<file path="src/rtl/serializer16.sv">
// ----------------------------------------------------------------------------
// serializer16 : parallel-to-serial frame shifter with done-cycle reload
// Revision     : 1.0
// ----------------------------------------------------------------------------
`default_nettype none

module serializer16 #(
  parameter int WIDTH     = 16,
  parameter bit MSB_FIRST = 1'b1
) (
  input  logic             clock,
  input  logic             reset,
  input  logic             load,
  input  logic [WIDTH-1:0] data,
  output logic             ready,
  output logic             sout,
  output logic             valid,
  output logic             busy,
  output logic             done
);

  localparam int CW = (WIDTH > 1) ? $clog2(WIDTH) : 1;
  localparam logic [CW-1:0] C_PENULT = CW'(WIDTH - 2);

  typedef enum logic {
    IDLE  = 1'b0,
    SHIFT = 1'b1
  } state_t;

  state_t           state_q;
  logic [WIDTH-1:0] shreg_q;
  logic [CW-1:0]    count_q;
  logic             sout_q;
  logic             valid_q;
  logic             busy_q;
  logic             done_q;

  logic             first_bit_d;
  logic [WIDTH-1:0] load_shreg_d;
  logic             next_bit_d;
  logic [WIDTH-1:0] next_shreg_d;

  // The bit leaving next always sits at the output end of the shift register.
  generate
    if (MSB_FIRST) begin : g_msb_first
      assign first_bit_d  = data[WIDTH-1];
      assign load_shreg_d = {data[WIDTH-2:0], 1'b0};
      assign next_bit_d   = shreg_q[WIDTH-1];
      assign next_shreg_d = {shreg_q[WIDTH-2:0], 1'b0};
    end else begin : g_lsb_first
      assign first_bit_d  = data[0];
      assign load_shreg_d = {1'b0, data[WIDTH-1:1]};
      assign next_bit_d   = shreg_q[0];
      assign next_shreg_d = {1'b0, shreg_q[WIDTH-1:1]};
    end
  endgenerate

  always_ff @(posedge clock) begin
    if (reset) begin
      state_q <= IDLE;
      shreg_q <= '0;
      count_q <= '0;
      sout_q  <= 1'b0;
      valid_q <= 1'b0;
      busy_q  <= 1'b0;
      done_q  <= 1'b0;
    end else if ((state_q == IDLE || done_q) && load) begin
      // Accept from idle or during the last bit, giving a gapless next frame.
      state_q <= SHIFT;
      shreg_q <= load_shreg_d;
      count_q <= '0;
      sout_q  <= first_bit_d;
      valid_q <= 1'b1;
      busy_q  <= 1'b1;
      done_q  <= 1'b0;
    end else if (state_q == SHIFT && done_q) begin
      state_q <= IDLE;
      shreg_q <= '0;
      count_q <= '0;
      sout_q  <= 1'b0;
      valid_q <= 1'b0;
      busy_q  <= 1'b0;
      done_q  <= 1'b0;
    end else if (state_q == SHIFT) begin
      shreg_q <= next_shreg_d;
      count_q <= count_q + 1'b1;
      sout_q  <= next_bit_d;
      done_q  <= (count_q == C_PENULT);
    end
  end

  assign ready = (state_q == IDLE) || done_q;
  assign sout  = sout_q;
  assign valid = valid_q;
  assign busy  = busy_q;
  assign done  = done_q;

endmodule

`default_nettype wire

</file>
<file path="config.mk">
export PLATFORM = sky130hd
export DESIGN_NAME = serializer16
export DESIGN_NICKNAME = d
export VERILOG_FILES = /design/src/rtl/serializer16.sv
export SDC_FILE = /design/constraint.sdc
export NUM_CORES = 1
export LEC_CHECK = 0
export BUFFER_PORTS_ARGS = -buffer_cell sky130_fd_sc_hd__buf_2
export CAP_MARGIN = 20
export CORE_UTILIZATION = 45
export DETAILED_ROUTE_END_ITERATION = 7
export PLACE_DENSITY = 0.66
export SYNTH_ARGS = -nofsm -noshare
export SYNTH_HDL_FRONTEND = slang
export SYNTH_SLANG_ARGS = --single-unit
</file>
<file path="constraint.sdc">
create_clock -name clock -period 2.8 [get_ports clock]
set_input_delay 0.28 -clock clock [delete_from_list [all_inputs] [get_ports clock]]
set_output_delay 0.28 -clock clock [all_outputs]
set_load 0.01 [all_outputs]
</file>
==> results.yml, run 1 <==
run_status:
  outcome: "complete, no violations"
setup_path:
  cp_slowest_cell: "dfxtp_1"
  cpPeakStageDelay_ns: 0.56
  path_cells: "nor2b_4 > inv_1 > buf_2"
  required_ns: 2.52
  path_max_fanout: 18
  worst_setup_path_start_kind: "flip-flop"
  crit_buf_inv: 2
  path_delay_family: "flip-flops"
  crit_type: "reg2out"
  worstPathArrival_ns: 1.55
  endpoint_kind: "primary output"
timing:
  setup_viol: 0
  clock_skew_ns: 0.003769
  slew_viol_final: 0
  fin_setup_tns_ns: 0
  period_share_pct: 65.19
  clock.fmax_ghz: 0.5478
  relSlewSlack_pct: 64.33
  hold_violations: 0
  min_period_ns: 1.825
  rsz0062_at_grt: "no"
  worstMarginPinSlew_ns: 0.5350
drt:
  vias_per_cell: 5.717
  drtPass1Iterations: 5
  drc: 0
  finalWirelength_um: 2325
  vias: 949
  ant_nets: 0
  drt_first_iter_violations: 101
  routedWlPerCell_um: 14.01
clocking:
  ctsHoldBuffers: 0
  clk_latency_ns: 0.31
  cts.clk_slew.worst_paths_ns: 0.12
  cts_resized: 0
  clock_sinks: 22
  cts_buffers: 3
  post-cts-setup-buffers: 0
  cts_buffer_depth: 2
  cts_tree: "yes"
  root_buffer: "clkbuf_4"
  cts_htree_levels: 1
yosys:
  netlist_area_um2: 1114
  ys_ff_latch: 22
  yosysSeqAreaShare_pct: 39.55
  synth_cell_types: 27
  synth_area_per_cell_um2: 8.980
  synth_enable_flop_cells: 0
  yosysWarningCount: 0
  yosys-top-cells-area: "dfxtp_1 40%, a222oi_1 13%, nor2_1 7.4%"
  synthFlopType: "dfxtp_1"
  synth_nets: 145
  netlist_instances: 124
  yosysTopAreaCell: "dfxtp_1"
  yosysTopAreaCellShare_pct: 39.55
  async_flop_share_pct: 0
global_routing:
  grt_pass1_wl_um: 4002
  grt_pass1_vias: 872
  antenna_found_initial: 0
  grt-ovfl-total: 0
  grt_use_total_pct: 20.15
  grt_start_max_net_pins: 22
placed_design:
  placed_area_um2: 1156
  gp_congestion: 0.7358
  portBuffers: 23
  dp_hpwl_um: 1496
  placedCellCount: 162
cells_and_area:
  drive_gt1_share_pct: 21.74
  syn_to_final_growth_pct: 7.078
  diodes: 0
  layoutNonFillerInstCount: 166
  fin_area_um2: 1192
  fillCellCount: 216
  layout.nets: 160
power:
  p_per_area_nw_per_um2: 524.6
  ir_worst_vdd_v: 0.0003223
  power.total_uw: 625.5
  leakage_uw: 0.0005320
floorplanning:
  rows: 17
  die_w_um: 51.75
  die_area_um2: 2678
  num_io_pins: 24
  die_y_um: 51.75
  initial_utilization_pct: 48.93
  core_area_um2: 2276
worst_hold_path:
  hold_path_class: "in2reg"
flow_run:
  maxCapViolations: 0
-- cells by family after synthesis --
group / Yosys count / share of synthesized area, %
flip-flops: 22 / 39.55
AO/OA/AOI/OAI: 19 / 15.73
AND/OR/NAND/NOR: 61 / 28.43
XOR/XNOR: 3 / 2.360
adder cells (fa/ha/maj): 2 / 2.247
multiplexers: 1 / 1.011
buffers and inverters: 16 / 10.67
-- worst register-to-register path, stage by stage (launching register included) --
cell,delay (ns)
dfxtp_1,0.56
clkinv_1,0.48
a222oi_1,0.44
nor3_1,0.10
-- registers in the layout, summed over array words and instances, names as in the netlist --
signal and flops:
shreg_q 15, count_q 4, busy 1, done 1, sout 1
-- final timing paths --
path,from,to,slack [ns],depth (start not counted)
setup / recovery,busy$_SDFFE_PP0P_,ready,0.97,3
hold reg to reg,sout$_SDFFE_PP0P_,sout$_SDFFE_PP0P_,0.50,2
setup reg to reg,busy$_SDFFE_PP0P_,shreg_q[10]$_SDFFE_PP0P_,1.11,3
hold / removal,data[0],shreg_q[1]$_SDFFE_PP0P_,0.26,3
-- layout by cell type, fill, tap and decap left out, drive strengths merged --
cell type	n
buf	23
o21bai	1
nor3	15
nand3	1
a211oi	1
and2	1
nor2	22
dfxtp	22
inv	2
nand4	2
or2	1
a222oi	15
clkbuf	4
nor2b	1
xor2	2
a21oi	2
nand2	3
nand2b	7
ha	2
clkinv	1
or2b	8
xnor2	1
mux2	1
-- through the flow --
stage,setup slack (ns),hold WS (ns),util [%]
finish,0.9746,0.2628,52.39
global route,0.8177,0.2523,52.39
CTS,0.9705,0.2586,52.39
detailed placement,1.125,0.4786,50.80
global placement,1.200,0.4763,50.80
floorplan,1.444,0.4469,-
-- cell type report --
type,instances,area (um2),share of cell area [%]
flip-flops and latches,22,440.4,36.94
multi-input cells,86,554.3,46.48
repair buffers,23,115.1,9.654
well taps,28,35.03,2.938
clock buffers,4,36.28,3.043
inverters,3,11.26,0.9444
-- power breakdown --
group | total [uW] | internal [uW] | switching, uW | leakage [uW]
sequential | 349 | 334 | 15.2 | 0.000181
clock | 177 | 79.4 | 97.3 | 0.0000210
combinational | 99.4 | 46.0 | 53.3 | 0.000330
total | 626 | 460 | 166 | 0.000532
-- cell usage after synthesis, drive strengths merged, types with 2 or more instances --
library cell  count
buf              11
nor2             22
nand2             3
inv               2
dfxtp            22
nand2b            7
a21oi             2
xor2              2
or2b              8
nor3             15
nand4             2
a222oi           15
ha                2
-- routing by layer --
layer / track usage (%) / up-vias / part of all wire [%]
met5: 0 / - / 0
met4: 8.108 / 0 / 0.99
met3: 3.509 / 4 / 4.1
met2: 33.12 / 26 / 48
met1: 25.95 / 444 / 47
li1: - / 475 / -
No activity file was read; power rests on OpenSTA's default activity.
==> run 2, diff against run 1 <==
Settings changed: ABC_AREA set to 1, PLACE_DENSITY 0.66 to 0.68.
Clock period 2.8 ns to 1.6 ns, I/O delays scaled along.
==> run 2 against run 1 <==
Worst setup slack got worse by 0.78 ns; critical path depth is the same; via count grew 11%; wire length shrank 5.1%; clock-buffer cell count decreased by 1; area after synthesis increased by 4.7%; first-iteration DRC count down 71%; global-route usage shrank 1.3 points; core utilization is 0.16 points higher; hold slack lost 0.18 ns; critical endpoint unchanged; total power up 95%; highest routed layer unchanged.
==> results.yml, run 2 <==
timing:
  min_period_ns: 1.405
  slew_viol_final: 0
  worstMarginPinSlew_ns: 0.2975
  setup_viol: 0
  fin_setup_tns_ns: 0
  clock.fmax_ghz: 0.7117
  relSlewSlack_pct: 80.14
  clock_skew_ns: 0.003414
  rsz0062_at_grt: "no"
  hold_violations: 0
  period_share_pct: 87.82
clocking:
  cts_tree: "yes"
  cts_htree_levels: 1
  root_buffer: "clkbuf_4"
  cts_buffer_depth: 2
  cts_buffers: 3
  clock_sinks: 22
  cts.clk_slew.worst_paths_ns: 0.12
  clk_latency_ns: 0.32
  cts_resized: 0
  post-cts-setup-buffers: 0
power:
  p_per_area_nw_per_um2: 945.4
  leakage_uw: 0.0005967
  ir_worst_vdd_v: 0.0009040
  power.total_uw: 1220
yosys:
  netlist_instances: 157
  async_flop_share_pct: 0
  yosysWarningCount: 0
  synth_enable_flop_cells: 0
  yosys-top-cells-area: "dfxtp_1 38%, nand3_1 14%, nand2_1 8.0%"
  synth_common_cells: "32 x nand3_1, 25 x nand2_1, 22 x dfxtp_1, 18 x inv_1, 16 x a21oi_1"
  synth_area_per_cell_um2: 7.428
  synthAdderAreaFrac_pct: 2.146
  yosysTopAreaCell: "dfxtp_1"
  synth_cell_types: 22
  yosysTopAreaCellShare_pct: 37.77
  netlist_area_um2: 1166
  synth-compound-area-share_pct: 16.74
  yosys.area_share.simple_pct: 26.50
  muxShareOfSynthArea_pct: 0
  ys_ff_latch: 22
  synth_top_family_by_area: "simple AND/OR/NAND/NOR gates"
  yosysSeqAreaShare_pct: 37.77
  synth_xor_area_share_pct: 0.7511
  synth_most_common_cell: "nand3_1"
  synthFlopType: "dfxtp_1"
  synth_nets: 178
floorplanning:
  die_w_um: 52.91
  core_area_um2: 2455
  die_area_um2: 2799
  rows: 18
  die_y_um: 52.91
  initial_utilization_pct: 47.50
  num_io_pins: 24
global_routing:
  global_route.usage.met1_pct: 23.39
  grt_use_total_pct: 18.86
  grt-ovfl-total: 0
  met2_usage_pct: 30.80
  grt_pass1_vias: 929
  grt_start_max_net_pins: 32
  grt_pass1_wl_um: 3877
  busiest_layer: "met2"
  antenna_found_initial: 0
  grt_use_met3_pct: 6.322
drt:
  vias: 1056
  routedWlPerCell_um: 10.71
  drtPass1Iterations: 4
  drt_first_iter_violations: 29
  ant_nets: 0
  drc: 0
  vias_per_cell: 5.126
  finalWirelength_um: 2207
worst_hold_path:
  min_to: "shreg_q[15]$_SDFFE_PP0P_"
  hold_path_class: "in2reg"
  hold_start: "data[14]"
  holdPathStages: 3
setup_path:
  r2r-end: "count_q[1]$_SDFFE_PP0P_"
  required_ns: 1.44
  worst_setup_path_start_kind: "flip-flop"
  path_max_fanout: 19
  r2r_cells: 4
  worstPathArrival_ns: 1.25
  rrSetupSlack_ns: 0.39
  crit_type: "reg2out"
  endpoint_kind: "primary output"
  r2r_start: "count_q[0]$_SDFFE_PP0P_"
cells_and_area:
  final_cell_mix: "32 x nand3_1, 25 x nand2_1, 23 x buf_2, 22 x dfxtp_1, 18 x inv_1"
  max_flop_register: "shreg_q"
  syn_to_final_growth_pct: 10.62
  diodes: 0
  fin_area_um2: 1290
  fin_util_pct: 52.55
  layout.nets: 198
  mostFrequentLayoutCell: "nand3_1"
  drive_gt1_share_pct: 22.16
  largest_reg_flops: 15
  top_regs: "shreg_q (15), count_q (4)"
placed_design:
  dp_hpwl_um: 1482
  portBuffers: 23
  gp_congestion: 0.7395
  placed_area_um2: 1227
flow_run:
  maxCapViolations: 0
run_status:
  outcome: "complete, no violations"
==> run 2: where the power goes <==
part | leakage [uW] | switching [uW] | internal (uW) | total (uW)
Clock | 0.0000279 | 179 | 254 | 432
Sequential | 0.000181 | 17.9 | 583 | 601
Combinational | 0.000388 | 112 | 74.5 | 187
Total | 0.000597 | 309 | 911 | 1220
==> run 2: layer usage <==
layer / wire length, um / part of all wire, % / up-vias
li1: - / - / 554
met3: 138 / 6.3 / 3
met4: 20 / 0.91 / 0
met1: 1032 / 47 / 473
met2: 1016 / 46 / 26
met5: 0 / 0 / -
==> run 2: worst max-delay path, cell delays in order, from the launching register on <==
cell,delay (ns)
dfxtp_1,0.35
inv_2,0.24
nand2_8,0.16
buf_2,0.18
==> run 2: worst max-delay path by stage <==
stage | start | to | cells past startpoint
5_1_grt | done$_SDFFE_PP0P_ | ready | 3
6_report | done$_SDFFE_PP0P_ | ready | 3
3_3_place_gp | count_q[0]$_SDFFE_PP0P_ | count_q[1]$_SDFFE_PP0P_ | 4
3_5_place_dp | count_q[0]$_SDFFE_PP0P_ | count_q[1]$_SDFFE_PP0P_ | 4
2_1_floorplan | count_q[0]$_SDFFE_PP0P_ | count_q[1]$_SDFFE_PP0P_ | 4
4_1_cts | busy$_SDFFE_PP0P_ | ready | 3
==> run 2: final cells by class <==
cell class / count / area [um2]
inverter: 21 / 81.33
sequential: 22 / 440.4
clock inverter: 1 / 30.03
clock buffer: 3 / 22.52
multi-input combinational: 103 / 538.0
fill: 263 / 1165
timing repair buffer: 26 / 140.1
tap: 30 / 37.54
==> run 2: through the flow <==
| stage | setup WS [ns] | hold slack [ns] | std cells |
|---|---|---|---|
| 2_1_floorplan | 0.4841 | 0.2291 | 157 |
| 3_3_place_gp | 0.4760 | 0.3562 | 201 |
| 3_5_place_dp | 0.4021 | 0.3622 | 201 |
| 4_1_cts | 0.1723 | 0.07502 | 206 |
| 5_1_grt | 0.09743 | 0.08104 | 206 |
| 6_report | 0.1949 | 0.08759 | 206 |
==> run 2: logic make-up after synthesis <==
logic type	count (synthesis)
flip-flops	22
XOR/XNOR	1
adder cells (fa/ha/maj)	2
AND/OR/NAND/NOR	64
AO/OA/AOI/OAI	36
buffers and inverters	32
==> run 2: what timing repair did <==
item                                    4_1_cts  5_1_grt
hold buffers                                  1        0
endpoints found under the setup margin        0        0
endpoints found under the hold margin         1        0
